$ cat config.mk
export PLATFORM = sky130hd
export DESIGN_NAME = mem_bus_if
export DESIGN_NICKNAME = d
export VERILOG_FILES = /design/src/rtl/mem_bus_if.sv
export SDC_FILE = /design/constraint.sdc
export NUM_CORES = 1
export LEC_CHECK = 0
export ABC_CLOCK_PERIOD_IN_PS = 2000
export CAP_MARGIN = 25
export CORE_ASPECT_RATIO = 0.75
export CORE_MARGIN = 5
export CORE_UTILIZATION = 39
export DETAILED_ROUTE_END_ITERATION = 12
export PLACE_DENSITY = 0.77
export SLEW_MARGIN = 20
export SYNTH_ARGS = -nofsm -noshare
export SYNTH_HDL_FRONTEND = slang
export SYNTH_SLANG_ARGS = --single-unit
$ cat constraint.sdc
create_clock -name clk -period 2 [get_ports clk]
set_clock_uncertainty 0.1 [all_clocks]
set_input_delay 0.2 -clock clk [delete_from_list [all_inputs] [get_ports clk]]
set_output_delay 0.2 -clock clk [all_outputs]
set_load 0.02 [all_outputs]
$ cat src/rtl/mem_bus_if.sv
`default_nettype none
// ============================================================================
//  Module      : mem_bus_if
//  Description : Bridge from the core's MEM-stage data port to a Wishbone B4
//                classic master. Each access becomes a multi-cycle bus
//                transaction. The pipeline is held through stallreq_o until
//                the access ends. A pipeline flush aborts the access, and a
//                cycle counter bounds every transaction.
//  Ports       : clk, rst (async, active low)
//                stall_i/flush_i              pipeline control from ctrl
//                cpu_ce/addr/we/sel/data_i    access request from MEM
//                cpu_data_o                   read data to MEM
//                stallreq_o                   combinational stall request
//                bus_err_o                    1-cycle error/timeout pulse
//                wb_ack_i/err_i/data_i        slave response
//                wb_addr/data/we/sel/stb/cyc_o  registered master outputs
//  Revision    : 1.0  initial release
// ============================================================================
module mem_bus_if #(
    parameter int TIMEOUT = 255
) (
    input  logic        clk,
    input  logic        rst,
    input  logic [5:0]  stall_i,
    input  logic        flush_i,
    input  logic        cpu_ce_i,
    input  logic [31:0] cpu_addr_i,
    input  logic        cpu_we_i,
    input  logic [3:0]  cpu_sel_i,
    input  logic [31:0] cpu_data_i,
    output logic [31:0] cpu_data_o,
    output logic        stallreq_o,
    output logic        bus_err_o,
    input  logic        wb_ack_i,
    input  logic        wb_err_i,
    input  logic [31:0] wb_data_i,
    output logic [31:0] wb_addr_o,
    output logic [31:0] wb_data_o,
    output logic        wb_we_o,
    output logic [3:0]  wb_sel_o,
    output logic        wb_stb_o,
    output logic        wb_cyc_o
);

    localparam logic [1:0]  c_ST_IDLE = 2'd0;
    localparam logic [1:0]  c_ST_BUSY = 2'd1;
    localparam logic [1:0]  c_ST_WAIT = 2'd2;
    // Counter value seen in the last BUSY cycle the slave is allowed
    localparam logic [15:0] c_TO_LAST = 16'(TIMEOUT - 1);
    localparam logic [15:0] c_CNT_MAX = 16'hFFFF;

    logic [1:0]  r_state;
    logic [1:0]  w_state_nxt;
    logic [15:0] r_cnt;
    logic [31:0] r_rd_buf;
    logic        r_bus_err;
    logic [31:0] r_addr;
    logic [31:0] r_wdata;
    logic        r_we;
    logic [3:0]  r_sel;
    logic        r_stb;
    logic        r_cyc;

    logic w_start;
    logic w_term_ack;
    logic w_term_err;
    logic w_term;

    assign w_start    = (r_state == c_ST_IDLE) && cpu_ce_i && !flush_i;
    // Ack takes priority when the slave raises ack and err together
    assign w_term_ack = (r_state == c_ST_BUSY) && wb_ack_i;
    assign w_term_err = (r_state == c_ST_BUSY) && !wb_ack_i &&
                        (wb_err_i || (r_cnt == c_TO_LAST));
    assign w_term     = w_term_ack || w_term_err;

    always_comb begin
        w_state_nxt = r_state;
        stallreq_o  = 1'b0;
        cpu_data_o  = 32'd0;
        case (r_state)
            c_ST_IDLE: begin
                if (w_start) begin
                    stallreq_o  = 1'b1;
                    w_state_nxt = c_ST_BUSY;
                end
            end
            c_ST_BUSY: begin
                stallreq_o = !w_term;
                if (w_term_ack && !flush_i) begin
                    cpu_data_o = wb_data_i;
                end
                if (flush_i) begin
                    w_state_nxt = c_ST_IDLE;
                end else if (w_term) begin
                    // Another stall source still holds the pipeline: keep
                    // presenting the result until it lets go
                    w_state_nxt = (stall_i != 6'd0) ? c_ST_WAIT : c_ST_IDLE;
                end
            end
            c_ST_WAIT: begin
                cpu_data_o = r_rd_buf;
                if ((stall_i == 6'd0) || flush_i) begin
                    w_state_nxt = c_ST_IDLE;
                end
            end
            default: begin
                w_state_nxt = c_ST_IDLE;
            end
        endcase
    end

    always_ff @(posedge clk or negedge rst) begin
        if (!rst) begin
            r_state   <= c_ST_IDLE;
            r_cnt     <= 16'd0;
            r_rd_buf  <= 32'd0;
            r_bus_err <= 1'b0;
            r_addr    <= 32'd0;
            r_wdata   <= 32'd0;
            r_we      <= 1'b0;
            r_sel     <= 4'd0;
            r_stb     <= 1'b0;
            r_cyc     <= 1'b0;
        end else begin
            r_state   <= w_state_nxt;
            r_bus_err <= w_term_err && !flush_i;
            if (w_start) begin
                r_addr  <= cpu_addr_i;
                r_wdata <= cpu_data_i;
                r_we    <= cpu_we_i;
                r_sel   <= cpu_sel_i;
                r_stb   <= 1'b1;
                r_cyc   <= 1'b1;
                r_cnt   <= 16'd0;
            end
            if (r_state == c_ST_BUSY) begin
                if (r_cnt != c_CNT_MAX) begin
                    r_cnt <= r_cnt + 16'd1;
                end
                if (flush_i || w_term) begin
                    r_cyc <= 1'b0;
                    r_stb <= 1'b0;
                    r_we  <= 1'b0;
                end
                if (w_term && !flush_i) begin
                    r_rd_buf <= w_term_ack ? wb_data_i : 32'd0;
                end
            end
        end
    end

    assign bus_err_o = r_bus_err;
    assign wb_addr_o = r_addr;
    assign wb_data_o = r_wdata;
    assign wb_we_o   = r_we;
    assign wb_sel_o  = r_sel;
    assign wb_stb_o  = r_stb;
    assign wb_cyc_o  = r_cyc;

endmodule
`default_nettype wire
After elaboration in Yosys (flattened, before gate mapping)

Cells that the tools add are included.

Register bits after elaboration: 122
Logic and storage cells: 61
Output and inout port bits: 105
Input port bits: 113

Reductions and logical operators: 20
Equal/unequal tests: 7
Mux-type cells: 23
Add/subtract/negate cells: 1

Operators with widths:

| kind                                                  | count |
|---|---|
| two-way mux 32 bit                                    | 2 |
| case mux 32 bit (2 select lines)                      | 1 |
| two-way mux 16 bit                                    | 3 |
| adder 16 x 1 -> 16 bit (second input constant)        | 1 |
| equality test 16 x 8 -> 1 bit (second input constant) | 1 |
| inequality test 16 bit (second input constant)        | 1 |
| two-way mux 1 bit                                     | 10 |
| two-way mux 2 bit                                     | 5 |
| logical AND 1 bit                                     | 8 |
| logical NOT 6 bit                                     | 1 |
| case mux 2 bit (3 select lines)                       | 1 |
| nonzero test 6 bit                                    | 1 |
| logical OR 1 bit                                      | 4 |
| inequality test 2 bit (second input constant)         | 2 |
| logical NOT 1 bit                                     | 3 |
| inequality test 3 bit (second input constant)         | 1 |
| AND reduction 3 bit                                   | 1 |
| equality test 2 x 1 -> 1 bit (second input constant)  | 1 |
| equality test 2 bit (second input constant)           | 1 |
| logical NOT 2 bit                                     | 1 |
| case mux 1 bit (2 select lines)                       | 1 |
| AND reduction 2 bit                                   | 1 |

Depth between registers and ports, before layout

Depth in word-level cells: 7
Mapped depth: 8
Mapped depth without buffers: 7

Worst setup path after synthesis

No wires, ideal clock.

Path kind: reg2out
Start point: reg r_state[1]
End point: out cpu_data_o[11]
Path buffers: 3
Slack: -160 ps
Data required time: 1700 ps
Data arrival time: 1860 ps
Cell stages (with the launch flop): 9
Cells stage by stage: dfrtp_1 > inv_1 > ha_1 > clkbuf_8 > and3_1 > clkbuf_1 > buf_1 > a22oi_1 > nor2b_1

Word-level cells in the longest chain between the ends: 5
Elaborated cells between the ends (all ways): 6
Those cells by class: eq/ne (2); mux (2); reduce/logical (2)

Ends and longest elaborated chain:

| what                                 | line   | RTL |
|---|---|---|
| start, declared                      | 52     | `logic [1:0] r_state;` |
| start signal, assigned               | 114    | `r_state <= c_ST_IDLE;` |
| start signal, assigned               | 125    | `r_state <= w_state_nxt;` |
| equality test 2 x 1 -> 1 bit         | 71, 80 |  |
| logical AND 1 bit                    | 71     | `assign w_term_ack = (r_state == c_ST_BUSY) && wb_ack_i;` |
| logical AND 1 bit                    | 89     | `if (w_term_ack && !flush_i) begin` |
| two-way mux 32 bit                   | 89     |  |
| case mux 32 bit (2 select lines) (*) | 80     | `case (r_state)` |
| end, declared                        | 31     | `output logic [31:0] cpu_data_o,` |

Mark *: on every way between the ends. The rest lies on a longest branch, timed or not.

Final worst setup path

Start point: reg r_state[1]
End point: out cpu_data_o[31]

Same word-level chain as after synthesis.

==> impl_results.md <==
- Status: complete, but fails checks
- Failing checks: negative setup slack
- Static Leak: 4.52 nW
- Worst path buffer plus inverter count: 4
- Met2 Routed Length: 10300 um
- CP arrival: 1.96 ns
- Final min period: roughly 2.3 ns
- Setup Viol. Count Final: 77
- Endpoint type of the worst setup path: primary output
- Crit path depth: 8
- Worst-path cell chain: inv_2 -> ha_4 -> and3_4 -> buf_12 -> buf_16 -> a22oi_2 -> nor2b_1 -> buf_4
- Die Y: roughly 110 um
- Worst hold slack: roughly 0.21 ns
- Routed WL: about 21000 um
- Top post-synthesis cells by area: dfrtp_1, nand2_1, a22o_1
- Fraction of layout cells with a size suffix above 1: between 20% and 30%
- Max Root-Sink Buffers: 2
- Delay-heaviest family, CP: buffers and inverters
- Clock Sinks: 122
- Hold Path Depth: 3
- Post-layout util: between 70% and 80%
- Ys async rst share: 100%
- Worst slew margin: a little over three fifths
- Rows: 37
- Placed instance area: 8220 um2
- Largest net degree at the start of global routing: 79
- Max stage delay on crit path: 0.40 ns
- Reg2reg end: r_cnt[13]
- Synthesized Nets: 691
- CP required: about 1.7 ns
- Comb pwr share: roughly half
- Clock Power Share: 20.9%
- Crit-path max FO: 6
- Area of the multi-input gates: around 2700 um2
- Core Region: 13700 um2
- DRT iter0 DRCs: 423
- Slowest library cell on the worst path: dfrtp_1
- Flops & latches, synth: 122
- Synth warn: 0
- WL/cell: about 20 um
- Most common flop cell mapped by yosys: dfrtp_1
- Final ANT Viol Nets: 0
- Area Overhead vs Synth: 82.9%
- First-pass GRT wire length: 31100 um
- Grt ovf: 0
- Max-slew violations: 0
- P_sw: a little under 0.006 W
- TritonCTS Buffers: 17
- Root buffer cell: clkbuf_16
- Nets: 985
- DR pass1 iterations: 5
- Share of the yosys chip area belonging to registers: between 50% and 60%
- Post-DP HPWL: 12000 um
- Worst Setup EP: cpu_data_o[31]
- Highest routed layer: met4
- Crit start category: flip-flop
- Maximum vdd drop: 0.820 mV
- R2r worst-path depth: 9
- DR WL met3: 1710 um
- Setup crit start: r_state[1]
- Setup CP Type: reg -> out
- Crit share post-route: 113%
- Initial Util: between 30% and 40%
- Placed cells: 980
- Fillers: 901
- Htree depth: 4
- Fmax: 442 MHz
- Register area: 3050 um2
- Synthesized instance count: roughly 570
- IO Pins: about 220
- Total global routing track utilization: a little under a quarter
- Post-Synthesis Mean Instance Area: roughly 9.5 um2
- Net Sw Frac: 37.1%
- Worst Max-Slew Pin Slew: 0.553 ns
- Yosys cell types: 43
- Hold crit path type: in -> reg
- Total number of vias: around 5700
- Worst R2R Start: r_state[1]
- Yosys top cell area share: 56.1%
- Drt drc: 0
- Final worst slack: -0.264 ns
- Fin Setup TNS: -9.60 ns
- Area of the mapped netlist: 5440 um2
- EDFF count, synth: 0
- Die Footprint: between 15000 and 20000 um2
- Biggest area consumer among synthesized cells: dfrtp_1
- Die W: 146 um
- Routability Congestion: 0.872
- Layout Cells excl Fill: 1054
- Clk slew on worst S/H paths: 0.06 ns
- Antenna violations before repair: 0
- Part of the power in registers: roughly 27%
- CTS tree: done
- N_diodes: 0
- IO buf count: 217
- Final Hold Viols: 0
- DRT met1 WL: 8630 um
- Clk_lat worst skew: 0.42 ns
- Post-Layout Inst Area: 9960 um2
- Pwr per Cell Area: 1600 nW/um2
- Vias per cell: 5.45
- Number of global-route vias before repair: a little under 6000
- RSZ-0062 raised after global routing: true
- R2R Setup Slk: -0.21 ns
- Max Cap Violations: 0
- Internal Power: 0.0100 W
[placed cells by master (no fill, tap or decap), types with 8 or more instances in the layout]
cell             netlist  final
nor2b_4                0      8
nor2b_2                0     22
nand3_1               18     10
clkdlybuf4s50_1        0    183
buf_12                 0      8
nand2_1              213    213
buf_6                  3     42
a22oi_2                0     33
dfrtp_1              122    122
clkbuf_16              0     22
buf_4                  0     65
a22o_1                32     32
[cells in the mapped netlist (3+ instances only)]
library cell and instances:
o21ai_0 13, ha_1 6, nand3_1 18, a22oi_1 33
buf_6 3, nand4_1 3, inv_1 7, nand2_1 213
and3_1 6, xnor2_1 5, nor2_1 7, a22o_1 32
nor2b_1 32, clkbuf_1 31, dfrtp_1 122, nor4_1 4
[metal layers]
metal	global-route usage, %	vias up
met5	0	-
met4	9.27	0
met3	7.83	84
met2	37.5	329
met1	28.8	2803
li1	-	2530
[registers in the layout, summed over array words and instances, names as in the netlist]
signal     count
wb_we_o        1
r_cnt         16
wb_data_o     32
wb_sel_o       4
wb_cyc_o       1
wb_stb_o       1
bus_err_o      1
r_rd_buf      32
r_state        2
wb_addr_o     32
[power groups by stage]
stage	clock network, W	registers [W]	logic (W)
after floorplan	0	0.00503	0.00237
after global placement	0	0.00418	0.00608
after detailed placement	0	0.00423	0.00623
after CTS	0.00336	0.00430	0.00711
after global routing	0.00350	0.00449	0.00869
final	0.00333	0.00437	0.00825
[worst min path at each step]
stage / from / endpoint
floorplan: rst / bus_err_o
global placement: rst / r_rd_buf[14]
detailed placement: rst / r_rd_buf[1]
CTS: cpu_data_i[3] / wb_data_o[3]
global route: cpu_data_i[18] / wb_data_o[18]
finish: cpu_addr_i[11] / wb_addr_o[11]
[worst reg2reg max path: stages, from the launching register on]
cell	delay, ns
dfrtp_1	0.40
inv_2	0.11
ha_4	0.15
buf_4	0.11
buf_8	0.12
and4_4	0.24
nand3_4	0.12
or4b_4	0.59
nand3_2	0.10
o21ai_2	0.07
[stage by stage]
step | total power (W) | setup WS [ns]
finish | 0.0160 | -0.264
floorplan | 0.00740 | 0.0108
detailed placement | 0.0105 | -0.322
global route | 0.0167 | -0.323
global placement | 0.0103 | -0.323
CTS | 0.0148 | -0.167
[logic make-up (layout without fill, tap and decap cells)]
group	Yosys count	in the layout	share of synthesized area (%)
and+or+nand+nor	293	293	23.5
DFF	122	122	56.1
AOI/OAI and AO/OA	98	98	13.8
buffers and inverters	45	352	3.88
xor gates and xnor gates	7	7	1.13
adders and majority gates	6	6	1.38
muxes	1	1	0.207
[final cells by class]
class                           count  share of cell area, %
Timing Repair Buffer              313                   33.3
Clock inverter                     13                   1.93
Inverter                            7                  0.302
Multi-Input combinational cell    405                   27.1
Sequential cell                   122                   30.7
Clock buffer                       19                   4.55
Tap cell                          175                   2.20
[repair_timing]
action                                 in CTS  in global routing
hold buffers                                1                  0
setup endpoints to repair                  78                128
pin swaps                                  14                 27
endpoints found under the hold margin     122                  0
gates resized for setup                   254                 65
buffers inserted                           11                 21
cloned                                      8                  6
No activity file was read; power rests on OpenSTA's default activity.
